===== config.mk =====
export PLATFORM = sky130hd
export DESIGN_NAME = pwm_multi_channel
export DESIGN_NICKNAME = d
export VERILOG_FILES = /design/src/rtl/pwm_multi_channel.sv
export SDC_FILE = /design/constraint.sdc
export NUM_CORES = 1
export LEC_CHECK = 0
export BUFFER_PORTS_ARGS = -buffer_cell sky130_fd_sc_hd__buf_2
export CAP_MARGIN = 20
export CORE_ASPECT_RATIO = 0.6
export CORE_UTILIZATION = 50
export CTS_BUF_LIST = sky130_fd_sc_hd__clkbuf_2
export CTS_CLUSTER_DIAMETER = 30
export CTS_CLUSTER_SIZE = 14
export DETAILED_ROUTE_END_ITERATION = 8
export PLACE_DENSITY_LB_ADDON = 0.25
export SETUP_SLACK_MARGIN = 0.02
export SLEW_MARGIN = 20
export SYNTH_ARGS = -nofsm -noshare
export SYNTH_HDL_FRONTEND = slang
export SYNTH_SLANG_ARGS = --single-unit
export TNS_END_PERCENT = 5

===== constraint.sdc =====
create_clock -name clk -period 2.05 [get_ports clk]
set_input_delay 0.205 -clock clk [delete_from_list [all_inputs] [get_ports clk]]
set_output_delay 0.205 -clock clk [all_outputs]
set_load 0.05 [all_outputs]

===== src/rtl/pwm_multi_channel.sv =====
`default_nettype none
// ============================================================================
// Module   : pwm_multi_channel
// Brief    : NUM_CH-channel PWM generator. Programmable period (TOP),
//            clock prescaler (DIV), and per-channel duty registers.
//            Duty and TOP are double-buffered and load at period wrap.
//            DIV has no shadow register.
//            Optional macro PWM_CENTER_ALIGN_EN selects up/down
//            (centre-aligned) counting.
// Revision : 1.0 - initial release
// ============================================================================
module pwm_multi_channel #(
    parameter int NUM_CH = 16,
    parameter int CNT_W  = 8,
    parameter int DIV_W  = 8
) (
    input  logic                                         clk,
    input  logic                                         rst,
    input  logic                                         wr_en,
    input  logic [7:0]                                   wr_addr,
    input  logic [((CNT_W > DIV_W) ? CNT_W : DIV_W)-1:0] wr_data,
    input  logic [NUM_CH-1:0]                            out_en,
    input  logic [NUM_CH-1:0]                            pwm_en,
    output logic [NUM_CH-1:0]                            pwm_out,
    output logic                                         period_tick
);

    localparam logic [7:0] c_addr_top = 8'h80;
    localparam logic [7:0] c_addr_div = 8'h81;

    logic [CNT_W-1:0]  r_top_pend;
    logic [CNT_W-1:0]  r_top_act;
    logic [CNT_W-1:0]  r_cnt;
    logic [CNT_W-1:0]  w_cnt_nxt;
    logic [DIV_W-1:0]  r_div;
    logic [DIV_W-1:0]  r_pre_cnt;
    logic              w_tick;
    logic              w_wrap;
    logic [NUM_CH-1:0] w_level;
    logic [NUM_CH-1:0] r_pwm_out;
    logic              r_period_tick;

    assign w_tick = (r_pre_cnt == r_div);

    // TOP (shadowed) and DIV (immediate) register writes
    always_ff @(posedge clk) begin
        if (rst) begin
            r_top_pend <= '1;
            r_div      <= '0;
        end else if (wr_en) begin
            if (wr_addr == c_addr_top) r_top_pend <= wr_data[CNT_W-1:0];
            if (wr_addr == c_addr_div) r_div      <= wr_data[DIV_W-1:0];
        end
    end

    // Active TOP loads from pending only at a period wrap
    always_ff @(posedge clk) begin
        if (rst) begin
            r_top_act <= '1;
        end else if (w_wrap) begin
            r_top_act <= r_top_pend;
        end
    end

    // Prescaler: counts 0..DIV, wraps naturally if DIV drops below it
    always_ff @(posedge clk) begin
        if (rst) begin
            r_pre_cnt <= '0;
        end else if (w_tick) begin
            r_pre_cnt <= '0;
        end else begin
            r_pre_cnt <= r_pre_cnt + DIV_W'(1);
        end
    end

`ifdef PWM_CENTER_ALIGN_EN
    logic r_dir;
    logic w_dir_nxt;

    // Up/down counter next state; wrap when reaching 0 on the way down
    always_comb begin
        w_cnt_nxt = r_cnt;
        w_dir_nxt = r_dir;
        w_wrap    = 1'b0;
        if (w_tick) begin
            if (r_top_act == '0) begin
                // TOP=0 degenerates to edge-aligned: every tick is a wrap
                w_cnt_nxt = '0;
                w_dir_nxt = 1'b0;
                w_wrap    = 1'b1;
            end else if (!r_dir) begin
                if (r_cnt == r_top_act) begin
                    w_cnt_nxt = r_cnt - CNT_W'(1);
                    w_dir_nxt = 1'b1;
                end else begin
                    w_cnt_nxt = r_cnt + CNT_W'(1);
                end
            end else begin
                if (r_cnt <= CNT_W'(1)) begin
                    w_cnt_nxt = '0;
                    w_dir_nxt = 1'b0;
                    w_wrap    = 1'b1;
                end else begin
                    w_cnt_nxt = r_cnt - CNT_W'(1);
                end
            end
        end
    end

    // Count direction register (0 = up, 1 = down)
    always_ff @(posedge clk) begin
        if (rst) begin
            r_dir <= 1'b0;
        end else begin
            r_dir <= w_dir_nxt;
        end
    end
`else
    // Edge-aligned counter next state: 0..TOP then wrap
    always_comb begin
        w_cnt_nxt = r_cnt;
        w_wrap    = 1'b0;
        if (w_tick) begin
            if (r_cnt == r_top_act) begin
                w_cnt_nxt = '0;
                w_wrap    = 1'b1;
            end else begin
                w_cnt_nxt = r_cnt + CNT_W'(1);
            end
        end
    end
`endif

    // Main period counter
    always_ff @(posedge clk) begin
        if (rst) begin
            r_cnt <= '0;
        end else begin
            r_cnt <= w_cnt_nxt;
        end
    end

    // Per-channel duty registers (pending + active) and compare level
    generate
        for (genvar i = 0; i < NUM_CH; i++) begin : g_ch
            logic [CNT_W-1:0] r_duty_pend;
            logic [CNT_W-1:0] r_duty_act;

            // Pending duty written from the register path
            always_ff @(posedge clk) begin
                if (rst) begin
                    r_duty_pend <= '0;
                end else if (wr_en && (wr_addr == 8'(i))) begin
                    r_duty_pend <= wr_data[CNT_W-1:0];
                end
            end

            // Active duty loads from pending only at a period wrap
            always_ff @(posedge clk) begin
                if (rst) begin
                    r_duty_act <= '0;
                end else if (w_wrap) begin
                    r_duty_act <= r_duty_pend;
                end
            end

            assign w_level[i] = (r_cnt < r_duty_act);
        end
    endgenerate

    // Registered output mux and period pulse
    always_ff @(posedge clk) begin
        if (rst) begin
            r_pwm_out     <= '0;
            r_period_tick <= 1'b0;
        end else begin
            r_pwm_out     <= out_en & (~pwm_en | w_level);
            r_period_tick <= w_wrap;
        end
    end

    assign pwm_out     = r_pwm_out;
    assign period_tick = r_period_tick;

endmodule
`default_nettype wire


# Word level (Yosys, flattened, before mapping)
# Index checks and enable logic that the tools add are counted.
# totals
register_bits,313
in_bits,51
output_inout_bits,17
# classes
addsub,2
magnitude_cmp,16
n_eq_ne,19
muxes,3
bitwise_logic,3
n_reduce_logical,20
# ops
op,n
less-than comparator 8 bit,16
"== test 8 x 4 -> 1 bit, second input constant",8
"== test 8 x 3 -> 1 bit, second input constant",4
"adder 8 x 1 -> 8 bit, second input constant",2
AND 16 bit,1
"== test 8 x 2 -> 1 bit, second input constant",2
== test 8 bit,2
"== test 8 bit, second input constant",2
logical AND 1 bit,16
inverter 16 bit,1
OR 16 bit,1
"== test 8 x 1 -> 1 bit, second input constant",1
logical NOT 8 bit,1
two-way mux 8 bit,1
AND reduction 2 bit,2
two-way mux 1 bit,2
OR reduction 2 bit,1

# Depth between registers and ports, before layout
# Gate-level depths: netlist of run 1.
# logic_depth
word_depth,3
mapped_depth,8
ltp_nobuf,7

# Worst setup path before layout of run 1
# Ideal clock, no wire load.
# synth_timing
path_type,register to register
from,register r_cnt[5]
to,register g_ch[10].r_duty_act[0]
arrival_ns,1.993
path_slack_ns,-0.014
stages_incl_launch_ff,9
path_buffers,3
cell_sequence,dfxtp_1 xor2_1 nor4_4 and4_1 buf_4 buf_6 buf_4 nand2_1 a21oi_1
# synth_via
elab_chain_len,3
# synth_lines
element,line_no,rtl
"start, declared",33,logic [CNT_W-1:0] r_cnt;
"start signal, assigned",139,r_cnt <= w_cnt_nxt;
== test 8 bit,124,if (r_cnt == r_top_act) begin
two-way mux 1 bit,124,
two-way mux 1 bit,123,if (w_tick) begin
"end signal, assigned",163,r_duty_act <= r_duty_pend;
"end, declared",147,logic [CNT_W-1:0] r_duty_act;
# No other way between the ends.
# A chain may end at the register's enable or synchronous reset.

# Worst setup path in the final report of run 1
# layout_timing
from,register r_top_act[5]
to,register r_top_act[4]
# layout_via
elab_chain_len,3
# layout_lines
element,line_no,rtl
"start, declared",32,logic [CNT_W-1:0] r_top_act;
"start signal, assigned",61,r_top_act <= r_top_pend;
== test 8 bit,124,
two-way mux 1 bit,124,
two-way mux 1 bit,123,
# No other way between the ends.

==> metrics.txt, run 1 <==
# TYPE chip_impl_metric gauge
chip_impl_metric{name="min_period",unit="ns"} 1.93
chip_impl_info{name="cts.root.buffer_cell",value="clkbuf_2"} 1
chip_impl_info{name="worst_setup_path_start_kind",value="flip-flop"} 1
chip_impl_metric{name="cts.htree.levels",unit=""} 2
chip_impl_info{name="synth_top_cells_by_count",value="nand2_1, dfxtp_1, a21oi_1"} 1
chip_impl_metric{name="worst_slew_pin_tran",unit="ns"} 0.684
chip_impl_metric{name="synth_edf_count",unit=""} 0
chip_impl_metric{name="dr.first_iter.drc_count",unit=""} 922
chip_impl_metric{name="synthesis.yosys.warnings",unit=""} 0
chip_impl_info{name="hold_class",value="in2reg"} 1
chip_impl_metric{name="final-setup-viol-count",unit=""} 0
chip_impl_metric{name="totalNegativeSetupSlack",unit="ns"} 0
chip_impl_metric{name="grt_start_max_net_pins",unit=""} 87
chip_impl_metric{name="design_area",unit="µm²"} 16400
chip_impl_metric{name="timing.max_slew.rel_slack",unit=""} 0.544
chip_impl_metric{name="portBuffers",unit=""} 67
chip_impl_metric{name="dr_total_vias",unit=""} 12300
chip_impl_metric{name="ys_async_sr_fraction",unit=""} 0
chip_impl_metric{name="cts-buffers-inserted",unit=""} 46
chip_impl_metric{name="post_drt_via_cell_ratio",unit=""} 5.29
chip_impl_metric{name="boundaryPins",unit=""} 68
chip_impl_metric{name="chipHeight",unit="µm"} 132
chip_impl_metric{name="cp_max_fo",unit=""} 15
chip_impl_metric{name="floorplan.die.width",unit="µm"} 219
chip_impl_metric{name="fin_cells",unit=""} 2330
chip_impl_metric{name="dr.pass1.iters",unit=""} 5
chip_impl_metric{name="route.detailed.drc",unit=""} 0
chip_impl_info{name="hold_start",value="pwm_en[13]"} 1
chip_impl_metric{name="post_synth.cell_area_avg",unit="µm²"} 7.93
chip_impl_metric{name="grt_pass1_wl",unit="mm"} 59.0
chip_impl_info{name="hold_path_end",value="pwm_out[13]$_SDFF_PP0_"} 1
chip_impl_metric{name="worst_skew_pair_latency",unit="ns"} 0.92
chip_impl_metric{name="placementRows",unit=""} 47
chip_impl_info{name="slowest_stage_cell_on_the_critical_path",value="nor4_4"} 1
chip_impl_metric{name="globalplace.congestion",unit=""} 0.810
chip_impl_metric{name="min_path_cells",unit=""} 3
chip_impl_metric{name="clk_transition_reported_paths",unit="ns"} 0.19
chip_impl_info{name="post-synth-top-area-cell",value="dfxtp_1"} 1
chip_impl_metric{name="die_area",unit="µm²"} 29100
chip_impl_metric{name="netlist_area",unit="µm²"} 14200
chip_impl_metric{name="fraction_of_the_yosys_area_taken_by_sequential_cells",unit=""} 0.442
chip_impl_metric{name="vdd_drop_max",unit="V"} 0.000341
chip_impl_metric{name="finClkSkew",unit="ns"} 0.0716
chip_impl_metric{name="fillCellCount",unit=""} 2509
chip_impl_metric{name="yosysTopAreaCellShare",unit=""} 0.442
chip_impl_metric{name="num-nets-final",unit=""} 2093
chip_impl_metric{name="grt_pass1_vias",unit=""} 11400
chip_impl_metric{name="area_of_placed_instances",unit="µm²"} 15100
chip_impl_metric{name="worst_ep_required_time",unit="ns"} 2.85
chip_impl_metric{name="grt_overflow",unit=""} 0
chip_impl_metric{name="multi_input_area",unit="µm²"} 7070
chip_impl_info{name="run_status",value="finished, final reports clean"} 1
chip_impl_info{name="crit_type",value="reg2reg"} 1
chip_impl_metric{name="ff2ff_path_depth",unit=""} 7
chip_impl_metric{name="fin_worst_hold_slack",unit="ns"} 0.0721
chip_impl_metric{name="timing.fmax",unit="GHz"} 0.518
chip_impl_metric{name="layout_worst_path_cycle_share",unit=""} 0.941
chip_impl_metric{name="drive_above_1_share",unit=""} 0.108
chip_impl_metric{name="critical_path_buf_inv_count",unit=""} 2
chip_impl_metric{name="power_per_cell_area",unit="nW/µm²"} 647
chip_impl_metric{name="synth_seq_cells",unit=""} 313
chip_impl_metric{name="hold_viol_final",unit=""} 0
chip_impl_info{name="critPathCaptureType",value="flip-flop"} 1
chip_impl_info{name="regToRegStartpoint",value="r_top_act[5]$_SDFFE_PP1P_"} 1
chip_impl_metric{name="power.leakage",unit="µW"} 0.00604
chip_impl_info{name="dominantRegCellSynth",value="dfxtp_1"} 1
chip_impl_metric{name="synthesized_instance_count",unit=""} 1789
chip_impl_info{name="synthTopCellsByArea",value="dfxtp_1, nand2_1, ha_1"} 1
chip_impl_info{name="reg2reg_to",value="r_top_act[4]$_SDFFE_PP1P_"} 1
chip_impl_metric{name="worstPathArrival",unit="ns"} 2.73
chip_impl_metric{name="regArea",unit="µm²"} 6270
chip_impl_info{name="cts_tree",value="yes"} 1
chip_impl_info{name="cp_top_family",value="simple AND/OR/NAND/NOR gates"} 1
chip_impl_metric{name="coreArea",unit="µm²"} 27700
chip_impl_metric{name="route.antenna.remaining_nets",unit=""} 0
chip_impl_metric{name="wl_per_cell",unit="µm"} 15.8
chip_impl_metric{name="ctsLongestPathBuffers",unit=""} 3
chip_impl_metric{name="crit_path_max_incr_delay",unit="ns"} 0.38
chip_impl_info{name="rsz0062_at_grt",value="yes"} 1
chip_impl_metric{name="grt.total_usage",unit=""} 0.256
chip_impl_metric{name="routed_wl",unit="mm"} 36.7
chip_impl_metric{name="floorplan.initialDensity",unit=""} 0.512
chip_impl_metric{name="timing.reg2reg.setup_slack",unit="ns"} 0.12
chip_impl_metric{name="final_core_utilization",unit=""} 0.591
chip_impl_metric{name="area_delta_synth_final",unit="%"} 15.4
chip_impl_metric{name="cell_count_after_placement",unit=""} 2172
chip_impl_info{name="cp_cell_sequence",value="xor2_1, nor4_4, nand4_1, buf_4, buf_12, nor3_1, nor2_1"} 1
chip_impl_metric{name="clock-sinks",unit=""} 313
chip_impl_metric{name="synthesis.nets",unit=""} 1954
chip_impl_info{name="synth.most_common_cell",value="nand2_1"} 1
chip_impl_metric{name="count_of_pins_over_their_slew_limit",unit=""} 0
chip_impl_metric{name="max_cap_violations",unit=""} 0
chip_impl_metric{name="place.detailed.hpwl",unit="mm"} 22.2
chip_impl_metric{name="post_synth_num_cell_types",unit=""} 43
chip_impl_metric{name="antenna_found_initial",unit=""} 1
==> cell families (layout without fill, tap and decap cells) <==
family,after synthesis,in the layout,share of synthesized area
flip-flops,313,313,0.442
AO/OA/AOI/OAI,373,373,0.145
XOR/XNOR,22,22,0.0136
buffers and inverters,216,389,0.0606
AND/OR/NAND/NOR,727,727,0.222
other,0,1,0
multiplexers,24,24,0.0169
adder cells (fa/ha/maj),114,114,0.101
==> worst max-delay path by stage <==
stage | slack, ns | end | start | cells after the start
floorplan | 0.03 | g_ch[10].r_duty_act[0]$_SDFFE_PP0P_ | r_cnt[1]$_SDFFE_PP0N_ | 8
global placement | 0.11 | r_top_act[4]$_SDFFE_PP1P_ | r_cnt[4]$_SDFFE_PP0N_ | 7
detailed placement | 0.05 | r_top_act[4]$_SDFFE_PP1P_ | r_cnt[5]$_SDFFE_PP0N_ | 7
CTS | 0.07 | r_top_act[4]$_SDFFE_PP1P_ | r_cnt[7]$_SDFFE_PP0N_ | 7
global route | -0.01 | r_top_act[4]$_SDFFE_PP1P_ | r_top_act[5]$_SDFFE_PP1P_ | 7
finish | 0.12 | r_top_act[4]$_SDFFE_PP1P_ | r_top_act[5]$_SDFFE_PP1P_ | 7
==> where the power goes <==
group / internal, µW / total, µW / switching, µW
Clock: 981 / 3560 / 2580
Sequential: 6130 / 6150 / 17.1
Combinational: 332 / 884 / 552
==> per-layer routing <==
metal | GRT usage | vias up | wire length [µm] | part of all wire
li1 | - | 6235 | - | -
met1 | 0.361 | 5653 | 17500 | 0.48
met2 | 0.393 | 356 | 15700 | 0.43
met3 | 0.0441 | 85 | 2450 | 0.067
met4 | 0.0868 | 0 | 1130 | 0.031
met5 | 0 | - | 0 | 0
==> layout by cell type, fill, tap and decap left out, drive strengths merged, types with 4 or more instances in the layout <==
master and instances:
nand2 470, nor3 19, dlygate4sd3 74, inv 124, nand4 4, a211oi 16
buf 119, nand3 73, o221ai 4, nor2 84, nor2b 10, ha 114
nand2b 36, clkinv 20, clkbuf 48, or3 4, a21o 16, a2111oi 16
xnor2 11, and3 8, a211o 8, mux2i 24, a21oi 261, dfxtp 313
o21ai 49, xor2 11
==> worst min-delay path: stages <==
cell           delay (ns)
dlygate4sd3_1        0.52
buf_2                0.10
o21ai_0              0.07
==> final cells by class <==
type / count / area share
multi-input cells: 1260 / 0.432
repair buffers: 193 / 0.0995
diodes: 1 / 0.000153
flip-flops and latches: 313 / 0.383
clock buffers: 48 / 0.0147
well taps: 367 / 0.0280
inverters: 114 / 0.0261
clock inverters: 34 / 0.0168
==> stage by stage <==
| step | power, µW | setup slack (ns) |
|---|---|---|
| detailed placement | 7050 | 0.0508 |
| floorplan | 6750 | 0.0324 |
| CTS | 10700 | 0.0718 |
| finish | 10600 | 0.121 |
| global placement | 7040 | 0.115 |
| global route | 11100 | -0.0120 |
==> what timing repair did <==
item                                   in CTS  in global routing
hold buffers                               74                  1
endpoints found under the hold margin     279                  8
gates resized for setup                     0                  3
pin swaps                                   1                  1
setup endpoints to repair                   1                 22
buffers inserted                            1                  0
==> flip-flops by register name, indices dropped and copies added (netlist names) <==
register          cells
g_ch.r_duty_pend    128
r_top_pend            8
r_div                 8
r_cnt                 8
period_tick           1
r_pre_cnt             8
pwm_out              16
g_ch.r_duty_act     128
r_top_act             8
Note: power is estimated with default switching activity, not from simulation.
==> inputs of run 2 (changes only) <==
--- a/config.mk
+++ b/config.mk
@@ -13,9 +13,10 @@
 export CTS_CLUSTER_DIAMETER = 30
 export CTS_CLUSTER_SIZE = 14
 export DETAILED_ROUTE_END_ITERATION = 8
+export GPL_TIMING_DRIVEN = 0
 export PLACE_DENSITY_LB_ADDON = 0.25
 export SETUP_SLACK_MARGIN = 0.02
-export SLEW_MARGIN = 20
+export SLEW_MARGIN = 40
 export SYNTH_ARGS = -nofsm -noshare
 export SYNTH_HDL_FRONTEND = slang
 export SYNTH_SLANG_ARGS = --single-unit
==> run 2 against run 1 <==
Against the previous run:
- clock skew up 0.0061 ns
- total power up 2.5%
- die area unchanged
- clock-buffer cell count up 2
- critical path type unchanged
- via count up 5.5%
- final area up 1.9%
- fmax down 4.7%
- critical endpoint is now g_ch[9].r_duty_act[3]$_SDFFE_PP0P_
- combinational power up 5.5%
- sequential power about the same
==> metrics.txt, run 2 (synthesized netlist as in run 1, its figures left out) <==
# TYPE chip_impl_metric gauge
chip_impl_metric{name="wl_per_cell",unit="µm"} 17.5
chip_impl_metric{name="cts-buffers-inserted",unit=""} 46
chip_impl_metric{name="timing.reg2reg.setup_slack",unit="ns"} 0.03
chip_impl_metric{name="antenna_found_initial",unit=""} 2
chip_impl_metric{name="placementRows",unit=""} 47
chip_impl_metric{name="timing.fmax",unit="GHz"} 0.494
chip_impl_info{name="worst_setup_path_start_kind",value="flip-flop"} 1
chip_impl_info{name="regToRegStartpoint",value="r_cnt[2]$_SDFFE_PP0N_"} 1
chip_impl_info{name="final_cell_mix",value="nand2_1, dfxtp_1, a21oi_1"} 1
chip_impl_metric{name="min_path_cells",unit=""} 4
chip_impl_info{name="layout_commonest_cell",value="nand2_1"} 1
chip_impl_metric{name="fillCellCount",unit=""} 2512
chip_impl_metric{name="cp_max_fo",unit=""} 10
chip_impl_metric{name="globalplace.congestion",unit=""} 0.874
chip_impl_metric{name="clock-sinks",unit=""} 313
chip_impl_metric{name="worst_skew_pair_latency",unit="ns"} 0.98
chip_impl_info{name="cts.root.buffer_cell",value="clkbuf_2"} 1
chip_impl_info{name="cts_tree",value="yes"} 1
chip_impl_metric{name="die_area",unit="µm²"} 29100
chip_impl_metric{name="timing.max_slew.rel_slack",unit=""} 0.401
chip_impl_metric{name="place.detailed.hpwl",unit="mm"} 27.6
chip_impl_metric{name="max_cap_violations",unit=""} 0
chip_impl_metric{name="layout_worst_path_cycle_share",unit=""} 0.987
chip_impl_metric{name="count_of_pins_over_their_slew_limit",unit=""} 0
chip_impl_metric{name="dr_total_vias",unit=""} 13000
chip_impl_metric{name="area_delta_synth_final",unit="%"} 17.6
chip_impl_info{name="hold_start",value="out_en[6]"} 1
chip_impl_info{name="hold_class",value="in2reg"} 1
chip_impl_metric{name="ff2ff_path_depth",unit=""} 8
chip_impl_metric{name="route.antenna.remaining_nets",unit=""} 0
chip_impl_metric{name="grt.total_usage",unit=""} 0.290
chip_impl_metric{name="totalNegativeSetupSlack",unit="ns"} 0
chip_impl_metric{name="grt_pass1_wl",unit="mm"} 64.9
chip_impl_info{name="cp_cell_sequence",value="xor2_1, nor4_4, buf_4, nand4_1, clkbuf_4, clkbuf_2, nand2_1, a21oi_1"} 1
chip_impl_metric{name="dr.first_iter.drc_count",unit=""} 1363
chip_impl_metric{name="vdd_drop_max",unit="V"} 0.000488
chip_impl_metric{name="floorplan.die.width",unit="µm"} 219
chip_impl_metric{name="worst_ep_required_time",unit="ns"} 2.87
chip_impl_metric{name="worstPathArrival",unit="ns"} 2.84
chip_impl_metric{name="hold_viol_final",unit=""} 0
chip_impl_metric{name="drive_above_1_share",unit=""} 0.115
chip_impl_metric{name="min_period",unit="ns"} 2.02
chip_impl_metric{name="coreArea",unit="µm²"} 27700
chip_impl_info{name="critPathCaptureType",value="flip-flop"} 1
chip_impl_info{name="run_status",value="finished, final reports clean"} 1
chip_impl_metric{name="boundaryPins",unit=""} 68
chip_impl_metric{name="portBuffers",unit=""} 58
chip_impl_metric{name="cts.htree.levels",unit=""} 2
chip_impl_info{name="reg2reg_to",value="g_ch[9].r_duty_act[3]$_SDFFE_PP0P_"} 1
chip_impl_metric{name="routed_wl",unit="mm"} 41.9
chip_impl_info{name="crit_type",value="reg2reg"} 1
chip_impl_metric{name="power.leakage",unit="µW"} 0.00610
chip_impl_metric{name="post_drt_via_cell_ratio",unit=""} 5.42
chip_impl_metric{name="grt_overflow",unit=""} 0
chip_impl_metric{name="final-setup-viol-count",unit=""} 0
chip_impl_info{name="rsz0062_at_grt",value="yes"} 1
chip_impl_metric{name="floorplan.initialDensity",unit=""} 0.512
chip_impl_info{name="slowest_stage_cell_on_the_critical_path",value="dfxtp_4"} 1
chip_impl_metric{name="finClkSkew",unit="ns"} 0.0777
chip_impl_metric{name="ctsLongestPathBuffers",unit=""} 3
chip_impl_metric{name="grt_pass1_vias",unit=""} 11900
chip_impl_info{name="hold_path_end",value="pwm_out[6]$_SDFF_PP0_"} 1
chip_impl_metric{name="power_per_cell_area",unit="nW/µm²"} 650
chip_impl_metric{name="fin_worst_hold_slack",unit="ns"} 0.0620
chip_impl_metric{name="chipHeight",unit="µm"} 132
chip_impl_metric{name="grt_start_max_net_pins",unit=""} 19
chip_impl_metric{name="route.detailed.drc",unit=""} 0
chip_impl_metric{name="num-nets-final",unit=""} 2156
chip_impl_metric{name="dr.pass1.iters",unit=""} 9
chip_impl_metric{name="worst_slew_pin_tran",unit="ns"} 0.898
chip_impl_metric{name="clk_transition_reported_paths",unit="ns"} 0.25
chip_impl_metric{name="crit_path_max_incr_delay",unit="ns"} 0.40
[run 2: cell types whose count changed in the layout (fill, tap and decap cells not counted), moves of 6 or more]
cell      before  now
a21oi_2        0    7
buf_2         66   72
a21oi_1      261  254
clkbuf_2      48   60
buf_12        12    3
buf_4         39   13
buf_6          1    7
dfxtp_4        0    7
clkbuf_1       0   60
clkbuf_4       0    7
[run 2: cell type report]
type                    instances  area [µm²]  share of cell area
multi-input cells            1260        7120               0.427
flip-flops and latches        313        6290               0.377
repair buffers                154        1300              0.0778
plain buffers                 102         515              0.0309
well taps                     367         459              0.0275
inverters                     114         428              0.0256
clock inverters                36         309              0.0185
clock buffers                  50         250              0.0150
diodes                          4        10.0            0.000600
[run 2: timing repair]
item,4_1_cts,5_1_grt
pin swaps,1,3
endpoints found under the hold margin,140,6
buffers inserted,11,8
hold buffers,70,6
gates resized for setup,28,39
endpoints found under the setup margin,169,149
[run 2: worst max path at each step]
stage / cells after the start / endpoint / startpoint
2_1_floorplan: 8 / g_ch[10].r_duty_act[0]$_SDFFE_PP0P_ / r_cnt[1]$_SDFFE_PP0N_
3_3_place_gp: 7 / g_ch[11].r_duty_act[7]$_SDFFE_PP0P_ / r_cnt[3]$_SDFFE_PP0N_
3_5_place_dp: 7 / g_ch[4].r_duty_act[7]$_SDFFE_PP0P_ / r_cnt[4]$_SDFFE_PP0N_
4_1_cts: 9 / g_ch[13].r_duty_act[1]$_SDFFE_PP0P_ / r_cnt[6]$_SDFFE_PP0N_
5_1_grt: 9 / g_ch[12].r_duty_act[4]$_SDFFE_PP0P_ / r_cnt[1]$_SDFFE_PP0N_
6_report: 8 / g_ch[9].r_duty_act[3]$_SDFFE_PP0P_ / r_cnt[2]$_SDFFE_PP0N_
[run 2: power breakdown]
group	leakage [µW]	internal [µW]	switching [µW]
registers	0.00253	6130	15.9
logic	0.00324	332	601
clock network	0.000334	1040	2730
total	0.00610	7500	3350
[run 2: critical path: cells and delay by family, from the launching register on]
| kind | cells | cell delay, ns |
|---|---|---|
| XOR/XNOR | 1 | 0.18 |
| AO/OA/AOI/OAI | 1 | 0.07 |
| AND/OR/NAND/NOR | 3 | 0.52 |
| buffers and inverters | 3 | 0.73 |
| flip-flops | 1 | 0.40 |
[run 2: metrics by stage]
step                      utilization  cells  area, µm²  worst slack (ns)  power (µW)
after detailed placement        0.542   2216      15000            -0.854        7040
final                           0.602   2400      16700            0.0257       10900
after CTS                       0.593   2383      16400           -0.0216       10900
after global placement          0.539   2214      14900             -1.29        7030
after floorplan                     -   1789      14200            0.0324        6750
after global routing            0.602   2399      16700           -0.0220       11300
[run 2: metal layers]
| metal | GRT usage | vias up | share of wire |
|---|---|---|---|
| met1 | 0.417 | 5965 | 0.46 |
| li1 | - | 6383 | - |
| met2 | 0.417 | 538 | 0.40 |
| met5 | 0 | - | 0 |
| met3 | 0.0770 | 115 | 0.10 |
| met4 | 0.101 | 0 | 0.033 |
